File: src/rtl/id_stage.sv
//============================================================================
// Module      : id_stage
// Description : Registered RV32I decode stage. Drives register-file read
//               addresses combinationally from the incoming instruction,
//               samples the read data in the same cycle and registers the
//               decoded operands, immediate and control fields behind a
//               valid/ready handshake. Supports flush, backpressure hold
//               and illegal-instruction flagging.
// Options     : ID_BYPASS_EN - adds the wb_* writeback bypass ports that
//               override register-file read data on an address match.
// Revision    : 1.0 - initial release
//============================================================================
`default_nettype none

module id_stage #(
    parameter int XLEN    = 32,
    parameter int RADDR_W = 5,
    parameter int OH_W    = 7
) (
    input  logic               clk,
    input  logic               rst,
    input  logic               flush,
    input  logic               in_valid,
    output logic               in_ready,
    input  logic [31:0]        in_ins,
    input  logic [XLEN-1:0]    in_ins_addr,
    output logic [RADDR_W-1:0] rs1_addr,
    output logic [RADDR_W-1:0] rs2_addr,
    input  logic [XLEN-1:0]    rs1_data,
    input  logic [XLEN-1:0]    rs2_data,
`ifdef ID_BYPASS_EN
    input  logic               wb_wen,
    input  logic [RADDR_W-1:0] wb_addr,
    input  logic [XLEN-1:0]    wb_data,
`endif
    output logic               out_valid,
    input  logic               out_ready,
    output logic [XLEN-1:0]    out_op1,
    output logic [XLEN-1:0]    out_op2,
    output logic [XLEN-1:0]    out_imm,
    output logic [31:0]        out_ins,
    output logic [XLEN-1:0]    out_ins_addr,
    output logic [RADDR_W-1:0] out_rd_addr,
    output logic               out_rd_wen,
    output logic [OH_W-1:0]    out_oh,
    output logic               out_illegal
);

    // Major opcodes
    localparam logic [6:0] c_OPC_LUI    = 7'b0110111;
    localparam logic [6:0] c_OPC_AUIPC  = 7'b0010111;
    localparam logic [6:0] c_OPC_JAL    = 7'b1101111;
    localparam logic [6:0] c_OPC_JALR   = 7'b1100111;
    localparam logic [6:0] c_OPC_BRANCH = 7'b1100011;
    localparam logic [6:0] c_OPC_OPIMM  = 7'b0010011;
    localparam logic [6:0] c_OPC_OP     = 7'b0110011;

    localparam logic [6:0] c_F7_ZERO = 7'b0000000;
    localparam logic [6:0] c_F7_ALT  = 7'b0100000;

    // Operation codes handed to ex
    localparam logic [OH_W-1:0] c_OH_LUI   = OH_W'(1);
    localparam logic [OH_W-1:0] c_OH_AUIPC = OH_W'(2);
    localparam logic [OH_W-1:0] c_OH_JAL   = OH_W'(3);
    localparam logic [OH_W-1:0] c_OH_JALR  = OH_W'(4);
    localparam logic [OH_W-1:0] c_OH_BEQ   = OH_W'(5);
    localparam logic [OH_W-1:0] c_OH_BNE   = OH_W'(6);
    localparam logic [OH_W-1:0] c_OH_BLT   = OH_W'(7);
    localparam logic [OH_W-1:0] c_OH_BGE   = OH_W'(8);
    localparam logic [OH_W-1:0] c_OH_BLTU  = OH_W'(9);
    localparam logic [OH_W-1:0] c_OH_BGEU  = OH_W'(10);
    localparam logic [OH_W-1:0] c_OH_ADDI  = OH_W'(19);
    localparam logic [OH_W-1:0] c_OH_SLTI  = OH_W'(20);
    localparam logic [OH_W-1:0] c_OH_SLTIU = OH_W'(21);
    localparam logic [OH_W-1:0] c_OH_XORI  = OH_W'(22);
    localparam logic [OH_W-1:0] c_OH_ORI   = OH_W'(23);
    localparam logic [OH_W-1:0] c_OH_ANDI  = OH_W'(24);
    localparam logic [OH_W-1:0] c_OH_SLLI  = OH_W'(25);
    localparam logic [OH_W-1:0] c_OH_SRLI  = OH_W'(26);
    localparam logic [OH_W-1:0] c_OH_SRAI  = OH_W'(27);
    localparam logic [OH_W-1:0] c_OH_ADD   = OH_W'(28);
    localparam logic [OH_W-1:0] c_OH_SUB   = OH_W'(29);

    // Operand source selects
    localparam logic [1:0] c_OP1_ZERO  = 2'd0;
    localparam logic [1:0] c_OP1_RS1   = 2'd1;
    localparam logic [1:0] c_OP1_PC    = 2'd2;

    localparam logic [2:0] c_OP2_ZERO  = 3'd0;
    localparam logic [2:0] c_OP2_RS2   = 3'd1;
    localparam logic [2:0] c_OP2_IMM   = 3'd2;
    localparam logic [2:0] c_OP2_SHAMT = 3'd3;
    localparam logic [2:0] c_OP2_FOUR  = 3'd4;

    // Instruction fields
    logic [6:0] w_opcode;
    logic [4:0] w_rd;
    logic [2:0] w_f3;
    logic [4:0] w_rs1;
    logic [4:0] w_rs2;
    logic [6:0] w_f7;

    assign w_opcode = in_ins[6:0];
    assign w_rd     = in_ins[11:7];
    assign w_f3     = in_ins[14:12];
    assign w_rs1    = in_ins[19:15];
    assign w_rs2    = in_ins[24:20];
    assign w_f7     = in_ins[31:25];

    // Sign-extended immediates for each format
    logic [XLEN-1:0] w_imm_i;
    logic [XLEN-1:0] w_imm_b;
    logic [XLEN-1:0] w_imm_u;
    logic [XLEN-1:0] w_imm_j;
    logic [XLEN-1:0] w_shamt;

    assign w_imm_i = XLEN'($signed(in_ins[31:20]));
    assign w_imm_b = XLEN'($signed({in_ins[31], in_ins[7], in_ins[30:25], in_ins[11:8], 1'b0}));
    assign w_imm_u = XLEN'($signed({in_ins[31:12], 12'b0}));
    assign w_imm_j = XLEN'($signed({in_ins[31], in_ins[19:12], in_ins[20], in_ins[30:21], 1'b0}));
    assign w_shamt = XLEN'(in_ins[24:20]);

    // Decode results
    logic            w_legal;
    logic [OH_W-1:0] w_oh;
    logic            w_use_rs1;
    logic            w_use_rs2;
    logic [1:0]      w_op1_sel;
    logic [2:0]      w_op2_sel;
    logic [XLEN-1:0] w_imm;
    logic            w_wen;

    // Opcode/funct decode; anything not explicitly recognised stays illegal
    // and is forced to an all-zero control bundle at the end.
    always_comb begin
        w_legal   = 1'b0;
        w_oh      = '0;
        w_use_rs1 = 1'b0;
        w_use_rs2 = 1'b0;
        w_op1_sel = c_OP1_ZERO;
        w_op2_sel = c_OP2_ZERO;
        w_imm     = '0;
        w_wen     = 1'b0;
        case (w_opcode)
            c_OPC_LUI: begin
                w_legal   = 1'b1;
                w_oh      = c_OH_LUI;
                w_op2_sel = c_OP2_IMM;
                w_imm     = w_imm_u;
                w_wen     = 1'b1;
            end
            c_OPC_AUIPC: begin
                w_legal   = 1'b1;
                w_oh      = c_OH_AUIPC;
                w_op1_sel = c_OP1_PC;
                w_op2_sel = c_OP2_IMM;
                w_imm     = w_imm_u;
                w_wen     = 1'b1;
            end
            c_OPC_JAL: begin
                w_legal   = 1'b1;
                w_oh      = c_OH_JAL;
                w_op1_sel = c_OP1_PC;
                w_op2_sel = c_OP2_FOUR;
                w_imm     = w_imm_j;
                w_wen     = 1'b1;
            end
            c_OPC_JALR: begin
                w_legal   = (w_f3 == 3'b000);
                w_oh      = c_OH_JALR;
                w_use_rs1 = 1'b1;
                w_op1_sel = c_OP1_RS1;
                w_op2_sel = c_OP2_FOUR;
                w_imm     = w_imm_i;
                w_wen     = 1'b1;
            end
            c_OPC_BRANCH: begin
                w_legal   = 1'b1;
                w_use_rs1 = 1'b1;
                w_use_rs2 = 1'b1;
                w_op1_sel = c_OP1_RS1;
                w_op2_sel = c_OP2_RS2;
                w_imm     = w_imm_b;
                case (w_f3)
                    3'b000:  w_oh = c_OH_BEQ;
                    3'b001:  w_oh = c_OH_BNE;
                    3'b100:  w_oh = c_OH_BLT;
                    3'b101:  w_oh = c_OH_BGE;
                    3'b110:  w_oh = c_OH_BLTU;
                    3'b111:  w_oh = c_OH_BGEU;
                    default: w_legal = 1'b0;
                endcase
            end
            c_OPC_OPIMM: begin
                w_legal   = 1'b1;
                w_use_rs1 = 1'b1;
                w_op1_sel = c_OP1_RS1;
                w_op2_sel = c_OP2_IMM;
                w_imm     = w_imm_i;
                w_wen     = 1'b1;
                case (w_f3)
                    3'b000: w_oh = c_OH_ADDI;
                    3'b010: w_oh = c_OH_SLTI;
                    3'b011: w_oh = c_OH_SLTIU;
                    3'b100: w_oh = c_OH_XORI;
                    3'b110: w_oh = c_OH_ORI;
                    3'b111: w_oh = c_OH_ANDI;
                    3'b001: begin
                        w_op2_sel = c_OP2_SHAMT;
                        w_oh      = c_OH_SLLI;
                        w_legal   = (w_f7 == c_F7_ZERO);
                    end
                    default: begin
                        w_op2_sel = c_OP2_SHAMT;
                        if (w_f7 == c_F7_ZERO)
                            w_oh = c_OH_SRLI;
                        else if (w_f7 == c_F7_ALT)
                            w_oh = c_OH_SRAI;
                        else
                            w_legal = 1'b0;
                    end
                endcase
            end
            c_OPC_OP: begin
                w_use_rs1 = 1'b1;
                w_use_rs2 = 1'b1;
                w_op1_sel = c_OP1_RS1;
                w_op2_sel = c_OP2_RS2;
                w_wen     = 1'b1;
                if (w_f3 == 3'b000 && w_f7 == c_F7_ZERO) begin
                    w_legal = 1'b1;
                    w_oh    = c_OH_ADD;
                end else if (w_f3 == 3'b000 && w_f7 == c_F7_ALT) begin
                    w_legal = 1'b1;
                    w_oh    = c_OH_SUB;
                end
            end
            default: w_legal = 1'b0;
        endcase

        // Illegal words carry no operands, no write and no register reads
        if (!w_legal) begin
            w_oh      = '0;
            w_use_rs1 = 1'b0;
            w_use_rs2 = 1'b0;
            w_op1_sel = c_OP1_ZERO;
            w_op2_sel = c_OP2_ZERO;
            w_imm     = '0;
            w_wen     = 1'b0;
        end
    end

    assign rs1_addr = w_use_rs1 ? RADDR_W'(w_rs1) : '0;
    assign rs2_addr = w_use_rs2 ? RADDR_W'(w_rs2) : '0;

    // Register data as seen by the operand mux
    logic [XLEN-1:0] w_rs1_val;
    logic [XLEN-1:0] w_rs2_val;

`ifdef ID_BYPASS_EN
    assign w_rs1_val = (wb_wen && (wb_addr != '0) && (wb_addr == rs1_addr)) ? wb_data : rs1_data;
    assign w_rs2_val = (wb_wen && (wb_addr != '0) && (wb_addr == rs2_addr)) ? wb_data : rs2_data;
`else
    assign w_rs1_val = rs1_data;
    assign w_rs2_val = rs2_data;
`endif

    logic [XLEN-1:0] w_op1;
    logic [XLEN-1:0] w_op2;

    // Operand multiplexers
    always_comb begin
        w_op1 = '0;
        w_op2 = '0;
        case (w_op1_sel)
            c_OP1_RS1: w_op1 = w_rs1_val;
            c_OP1_PC:  w_op1 = in_ins_addr;
            default:   w_op1 = '0;
        endcase
        case (w_op2_sel)
            c_OP2_RS2:   w_op2 = w_rs2_val;
            c_OP2_IMM:   w_op2 = w_imm;
            c_OP2_SHAMT: w_op2 = w_shamt;
            c_OP2_FOUR:  w_op2 = XLEN'(4);
            default:     w_op2 = '0;
        endcase
    end

    // Handshake: flush blocks capture for the whole cycle it is asserted
    logic r_valid;
    logic w_accept;

    assign in_ready = (!r_valid || out_ready) && !flush;
    assign w_accept = in_valid && in_ready;

    logic [XLEN-1:0]    r_op1;
    logic [XLEN-1:0]    r_op2;
    logic [XLEN-1:0]    r_imm;
    logic [31:0]        r_ins;
    logic [XLEN-1:0]    r_ins_addr;
    logic [RADDR_W-1:0] r_rd_addr;
    logic               r_rd_wen;
    logic [OH_W-1:0]    r_oh;
    logic               r_illegal;

    // Pipe register: reset > flush > accept > drain; holds otherwise
    always_ff @(posedge clk) begin
        if (rst) begin
            r_valid    <= 1'b0;
            r_op1      <= '0;
            r_op2      <= '0;
            r_imm      <= '0;
            r_ins      <= '0;
            r_ins_addr <= '0;
            r_rd_addr  <= '0;
            r_rd_wen   <= 1'b0;
            r_oh       <= '0;
            r_illegal  <= 1'b0;
        end else if (flush) begin
            r_valid <= 1'b0;
        end else if (w_accept) begin
            r_valid    <= 1'b1;
            r_op1      <= w_op1;
            r_op2      <= w_op2;
            r_imm      <= w_imm;
            r_ins      <= in_ins;
            r_ins_addr <= in_ins_addr;
            r_rd_addr  <= RADDR_W'(w_rd);
            r_rd_wen   <= w_wen && (w_rd != 5'd0);
            r_oh       <= w_oh;
            r_illegal  <= !w_legal;
        end else if (out_ready) begin
            r_valid <= 1'b0;
        end
    end

    assign out_valid    = r_valid;
    assign out_op1      = r_op1;
    assign out_op2      = r_op2;
    assign out_imm      = r_imm;
    assign out_ins      = r_ins;
    assign out_ins_addr = r_ins_addr;
    assign out_rd_addr  = r_rd_addr;
    assign out_rd_wen   = r_rd_wen;
    assign out_oh       = r_oh;
    assign out_illegal  = r_illegal;

endmodule

`default_nettype wire
File: config.mk
export PLATFORM = sky130hd
export DESIGN_NAME = id_stage
export DESIGN_NICKNAME = d
export VERILOG_FILES = /design/src/rtl/id_stage.sv
export SDC_FILE = /design/constraint.sdc
export NUM_CORES = 1
export LEC_CHECK = 0
export ABC_AREA = 1
export CAP_MARGIN = 30
export CORE_MARGIN = 1
export CORE_UTILIZATION = 39
export CTS_CLUSTER_SIZE = 28
export DETAILED_ROUTE_END_ITERATION = 6
export GPL_TIMING_DRIVEN = 0
export PLACE_DENSITY = 0.88
export SYNTH_ARGS = -nofsm -noshare
export SYNTH_HDL_FRONTEND = slang
export SYNTH_SLANG_ARGS = --single-unit
export TNS_END_PERCENT = 20
File: constraint.sdc
create_clock -name clk -period 2 [get_ports clk]
set_clock_uncertainty 0.1 [all_clocks]
set_input_delay 0.2 -clock clk [delete_from_list [all_inputs] [get_ports clk]]
set_output_delay 0.2 -clock clk [all_outputs]
set_load 0.03 [all_outputs]
**Yosys cells after proc, flatten, opt, wreduce, memory -nomap -nowiden**

Index checks and enable logic that the tools add are counted.

- Eq/ne operators: 21
- Mux-type cells: 34
- Bitwise operators: 1
- Reduce and logical (&&, ||, !) cells: 25

Operators by type and width:

| cell | number |
|---|---|
| case mux 32 bit (4 select lines) | 2 |
| case mux 5 bit (7 select lines) | 2 |
| case mux 32 bit (2 select lines) | 1 |
| 2-to-1 mux 32 bit | 1 |
| 2-to-1 mux 5 bit | 6 |
| case mux 4 bit (6 select lines) | 1 |
| == test 7 x 6 -> 1 bit, second input constant | 3 |
| == test 7 bit, second input constant | 3 |
| OR reduction 6 bit | 3 |
| == test 3 bit, second input constant | 5 |
| == test 7 x 5 -> 1 bit, second input constant | 2 |
| 2-to-1 mux 1 bit | 14 |
| == test 3 x 2 -> 1 bit, second input constant | 4 |
| case mux 3 bit (4 select lines) | 1 |
| OR reduction 2 bit | 6 |
| zero test 7 bit | 1 |
| 2-to-1 mux 7 bit | 1 |
| == test 3 x 1 -> 1 bit, second input constant | 2 |
| logical AND 1 bit | 5 |
| case mux 1 bit (5 select lines) | 1 |
| nonzero test 5 bit | 1 |
| case mux 2 bit (2 select lines) | 1 |
| OR reduction 4 bit | 1 |
| zero test 1 bit | 3 |
| 11 further kinds | 11 |

- Register bits: 175
- Bits of input ports: 133
- Output and inout port bits: 186
- Logic and storage cells: 91

**Depth between registers and ports, before layout**

- Depth in word-level cells: 8
- Depth in mapped cells: 15
- Mapped depth without buffers: 14

**Worst setup path after synthesis**

OpenSTA, ideal clock, no wires.

- Kind: flip-flop to flip-flop
- Start point: register r_valid (netlist: out_valid)
- End point: register r_ins[19] (netlist: out_ins[19])
- Setup time: 0.070 ns
- Data arrival time: 2.149 ns
- Data required time: 1.830 ns
- Path slack: -0.320 ns
- Cell stages (with the launch flop): 8
- Path buffers: 2
- Clock period less this slack: 2.320 ns
- Cells stage by stage: dfxtp_1 a21oi_1 nand2_1 inv_2 clkbuf_1 clkbuf_1 nand2_1 a21oi_1

- Cells in the longest elaborated chain, start to end: 5

Ends and longest elaborated chain:

| item | line | RTL |
|---|---|---|
| from (decl) | 290 | `logic r_valid;` |
| from (signal assigned) | 309 | `r_valid <= 1'b0;` |
| from (signal assigned) | 320 | `r_valid <= 1'b0;` |
| from (signal assigned) | 322 | `r_valid <= 1'b1;` |
| zero test 1 bit | 293 | `assign in_ready = (!r_valid \|\| out_ready) && !flush;` |
| logical OR 1 bit | 293 |  |
| logical AND 1 bit | 293 |  |
| named net in_ready | 24 | `output logic in_ready,` |
| logical AND 1 bit | 294 | `assign w_accept = in_valid && in_ready;` |
| AND reduction 2 bit (no source line) | -- |  |
| to (signal assigned) | 326 | `r_ins <= in_ins;` |
| to (decl) | 299 | `logic [31:0] r_ins;` |

The timed path passes the listed nets, and every way through them passes these cells.
A chain may end at the register's enable or synchronous reset.

**Worst setup path in the final report**

- Start point: register r_valid (netlist: out_valid)
- End point: register r_imm[11] (netlist: out_imm[11])

- Cells in the longest elaborated chain, start to end: 5

Ends and longest elaborated chain:

| item | line | RTL |
|---|---|---|
| zero test 1 bit | 293 |  |
| logical OR 1 bit | 293 |  |
| logical AND 1 bit | 293 |  |
| logical AND 1 bit | 294 |  |
| AND reduction 2 bit (no source line) | -- |  |
| to (signal assigned) | 325 | `r_imm <= w_imm;` |
| to (decl) | 298 | `logic [XLEN-1:0] r_imm;` |

Every way passes these cells.

==> out/qor.txt <==
Outcome -> finished, violations left
Violated checks -> hold timing, setup timing
RSZ-0062 raised after global routing -> yes
Max FO, Critical Path -> 10
Initial core utilization -> 40.1%
Ant diodes -> 0
Die Y -> 141 µm
EDFF count, synth -> 0
CTS sink cnt -> 168
Buffers on Ports -> 314
Max VDD drop -> 0.577 mV
Dominant synthesized flop cell -> dfxtp_1
Yosys reg bits -> 168
Synth-to-Final Area Change -> 63.7%
Final hold viol count -> 1
Worst Setup EP -> out_imm[11]
Antenna violations before repair -> 1
Share of layout cells above drive strength 1 -> 15.3%
Setup-failing EPs final -> 4
Layout net count -> 1603
Flop pwr share -> 42.6%
Routed wire length per instance -> 18.8 µm
Switching pwr -> 2290 µW
Worst reg2reg setup slack -> -0.02 ns
Critical Path RT -> 2.20 ns
DRT Pass-1 Iters -> 5
Final worst path period need -> 2.02 ns
Total chip power -> 8230 µW
Critical path arrival -> 2.21 ns
Largest net degree at the start of global routing -> 17
Tightest Pin Transition -> 0.647 ns
Die area -> 20000 µm²
Final core occ -> 65.7%
Critical path type -> flip-flop to flip-flop
Reg-to-Reg End -> out_imm[11]
CTS tree -> yes
Reg2Reg Depth -> 6
Number of DRC markers in iteration 0 -> 664
Cell variety after synth -> 35
Max-slew violation count -> 0
Final WS setup -> -0.0171 ns
First-pass GRT wire length -> 47800 µm
Root Driver -> clkbuf_16
CTS Buffer Depth -> 2
Synthesized area -> 7580 µm²
Routed wire length -> 32600 µm
Post-DP HPWL -> 23800 µm
Sequential fraction of the synthesis area -> 44.4%
Crit. Startpoint -> out_valid
Worst slew margin -> 56.9%
DRC -> 0
Mapped Cells -> 1087
Die Wd -> 141 µm
Placement Cell Area -> 11100 µm²
P per Cell Area -> 663 nW/µm²
Io pins -> 319
Worst hold path class -> input port to flip-flop
Startpoint Class -> flip-flop
# H-tree levels -> 4
Vias in the first global route -> 8796
Routed vias -> 9358
Core area -> 18900 µm²
Share of flip-flops with an asynchronous set or reset -> 0%
Total Routing Usage GR -> 31.4%
Design Area, Final -> 12400 µm²
Fin Hold WS -> -0.00111 ns
Grt ovf -> 0
Post-DRT Antenna Nets -> 0
Fmax -> 0.496 GHz
Rows -> 50
Leakage -> 0.00449 µW
Clock-pin slew on the worst setup and hold paths -> 0.07 ns
Ys Warns -> 0
Clock power frac -> 41.1%
Routability cong. -> 0.934
CP endpoint kind -> flip-flop
CTS buffer count -> 17
Setup TNS -> -0.0423 ns
Mean Syn Cell Area -> 6.98 µm²
Worst R2R Start -> out_valid
Tcrit/Tclk final -> 101%
Vias/cell -> 5.38
Pint -> 5940 µW
Combinational share of power -> 16.2%
Max_cap viols -> 0
Sw Share -> 27.8%
Clock latency on the worst-skew pair -> 0.43 ns
[state kept, by name, summed over array words and instances, names as in the netlist]
| signal | cells |
|---|---|
| out_valid | 1 |
| out_op1 | 32 |
| out_rd_wen | 1 |
| out_oh | 5 |
| out_imm | 32 |
| out_ins_addr | 32 |
| out_illegal | 1 |
| out_ins | 32 |
| out_op2 | 32 |
[logic make-up after synthesis]
logic type               Yosys count  synth area share (%)
AO/OA/AOI/OAI                    307                  20.9
adder cells (fa/ha/maj)            2                 0.330
buffers and inverters            121                  7.11
flip-flops                       168                  44.4
other                              1                0.0495
AND/OR/NAND/NOR                  488                  27.3
[metal layers]
metal / part of all wire (%) / routed length [µm] / global-route usage (%) / vias to the layer above
li1: - / - / - / 4371
met1: 36 / 11800 / 33.7 / 4312
met2: 48 / 15800 / 56.2 / 559
met3: 11 / 3510 / 9.65 / 114
met4: 4.6 / 1490 / 14.9 / 2
met5: 0.040 / 13 / 0 / -
[what timing repair did]
action	in CTS	in global routing
buffers inserted	26	12
gates cloned	0	4
pin swaps	23	13
endpoints found under the setup margin	177	102
endpoints found under the hold margin	3	2
resized for setup	189	80
hold buffers	3	2
[metrics by stage]
stage / setup WS, ns / cells
floorplan: -0.0565 / 1088
global placement: -1.39 / 1662
detailed placement: -1.34 / 1662
CTS: -0.00697 / 1722
global route: -0.115 / 1740
finish: -0.0171 / 1740
[Yosys cell counts, types with 2 or more instances]
library cell,n,area share [%]
nor2_2,3,0.25
inv_2,6,0.30
a21oi_1,205,14
buf_6,6,0.89
nand2_2,5,0.41
o211ai_1,2,0.20
o2111ai_1,6,0.69
o21ai_1,28,1.8
nand3_2,2,0.26
nand3b_4,2,0.53
inv_1,28,1.4
buf_4,8,0.79
a21oi_2,2,0.23
nor3_1,2,0.13
o221ai_1,3,0.35
nand2_1,378,19
o21ai_0,60,4.0
nand4_1,11,0.91
clkbuf_1,63,3.1
nand3_1,58,3.8
nor2_1,17,0.84
buf_2,8,0.53
dfxtp_1,168,44
nor2_4,4,0.59
ha_1,2,0.33
[power by group through the flow]
stage | Sequential (µW) | Clock [µW] | Combinational (µW)
final | 3510 | 3380 | 1340
after global routing | 3520 | 3510 | 1410
after CTS | 3510 | 3400 | 1290
after detailed placement | 3580 | 0 | 1230
after global placement | 3580 | 0 | 1220
after floorplan | 3780 | 0 | 356
[critical path, stage by stage, from the launching register on]
cell      delay [ns]
dfxtp_1         0.38
a21oi_4         0.20
nand2_4         0.16
inv_2           0.18
clkbuf_2        0.29
clkbuf_1        0.41
a21oi_1         0.15
[final cells by class]
cell class	count	area [µm²]
Tap cell	260	325
Sequential cell	168	3360
Multi-Input combinational cell	799	3980
Inverter	35	141
Fill cell	1619	6480
Timing Repair Buffer	361	3500
Clock inverter	12	140
Buffer	86	509
Clock buffer	19	453
[placed cells by master, fill, tap and decap left out, types with 4 or more instances in the layout]
| master | netlist | routed |
|---|---|---|
| o2111ai_1 | 6 | 6 |
| nand2_2 | 5 | 7 |
| nor2_2 | 3 | 4 |
| nor2_4 | 4 | 17 |
| nand4_1 | 11 | 11 |
| buf_12 | 0 | 5 |
| clkinvlp_4 | 0 | 5 |
| nand2_4 | 1 | 6 |
| inv_1 | 28 | 22 |
| clkdlybuf4s50_1 | 0 | 287 |
| buf_2 | 8 | 31 |
| a21oi_2 | 2 | 13 |
| nand3_1 | 58 | 56 |
| buf_4 | 8 | 45 |
| buf_6 | 6 | 13 |
| o21ai_1 | 28 | 28 |
| clkbuf_16 | 0 | 19 |
| dlygate4sd3_1 | 0 | 5 |
| o21ai_0 | 60 | 59 |
| inv_2 | 6 | 10 |
| dfxtp_1 | 168 | 168 |
| clkbuf_2 | 0 | 17 |
| nand2_1 | 378 | 370 |
| a21oi_1 | 205 | 191 |
| clkbuf_1 | 63 | 33 |
[worst min-delay path by stage]
stage	slack [ns]	start	endpoint	cells past startpoint
6_report	-0.001	in_ins[4]	out_ins[4]	3
5_1_grt	0.01	in_ins[5]	out_ins[5]	3
4_1_cts	0.009	in_ins[4]	out_ins[4]	3
3_5_place_dp	0.35	out_ins[26]	out_ins[26]	2
3_3_place_gp	0.35	out_ins_addr[18]	out_ins_addr[18]	2
2_1_floorplan	0.18	flush	out_valid	1
Note: power is estimated with default switching activity, not from simulation.
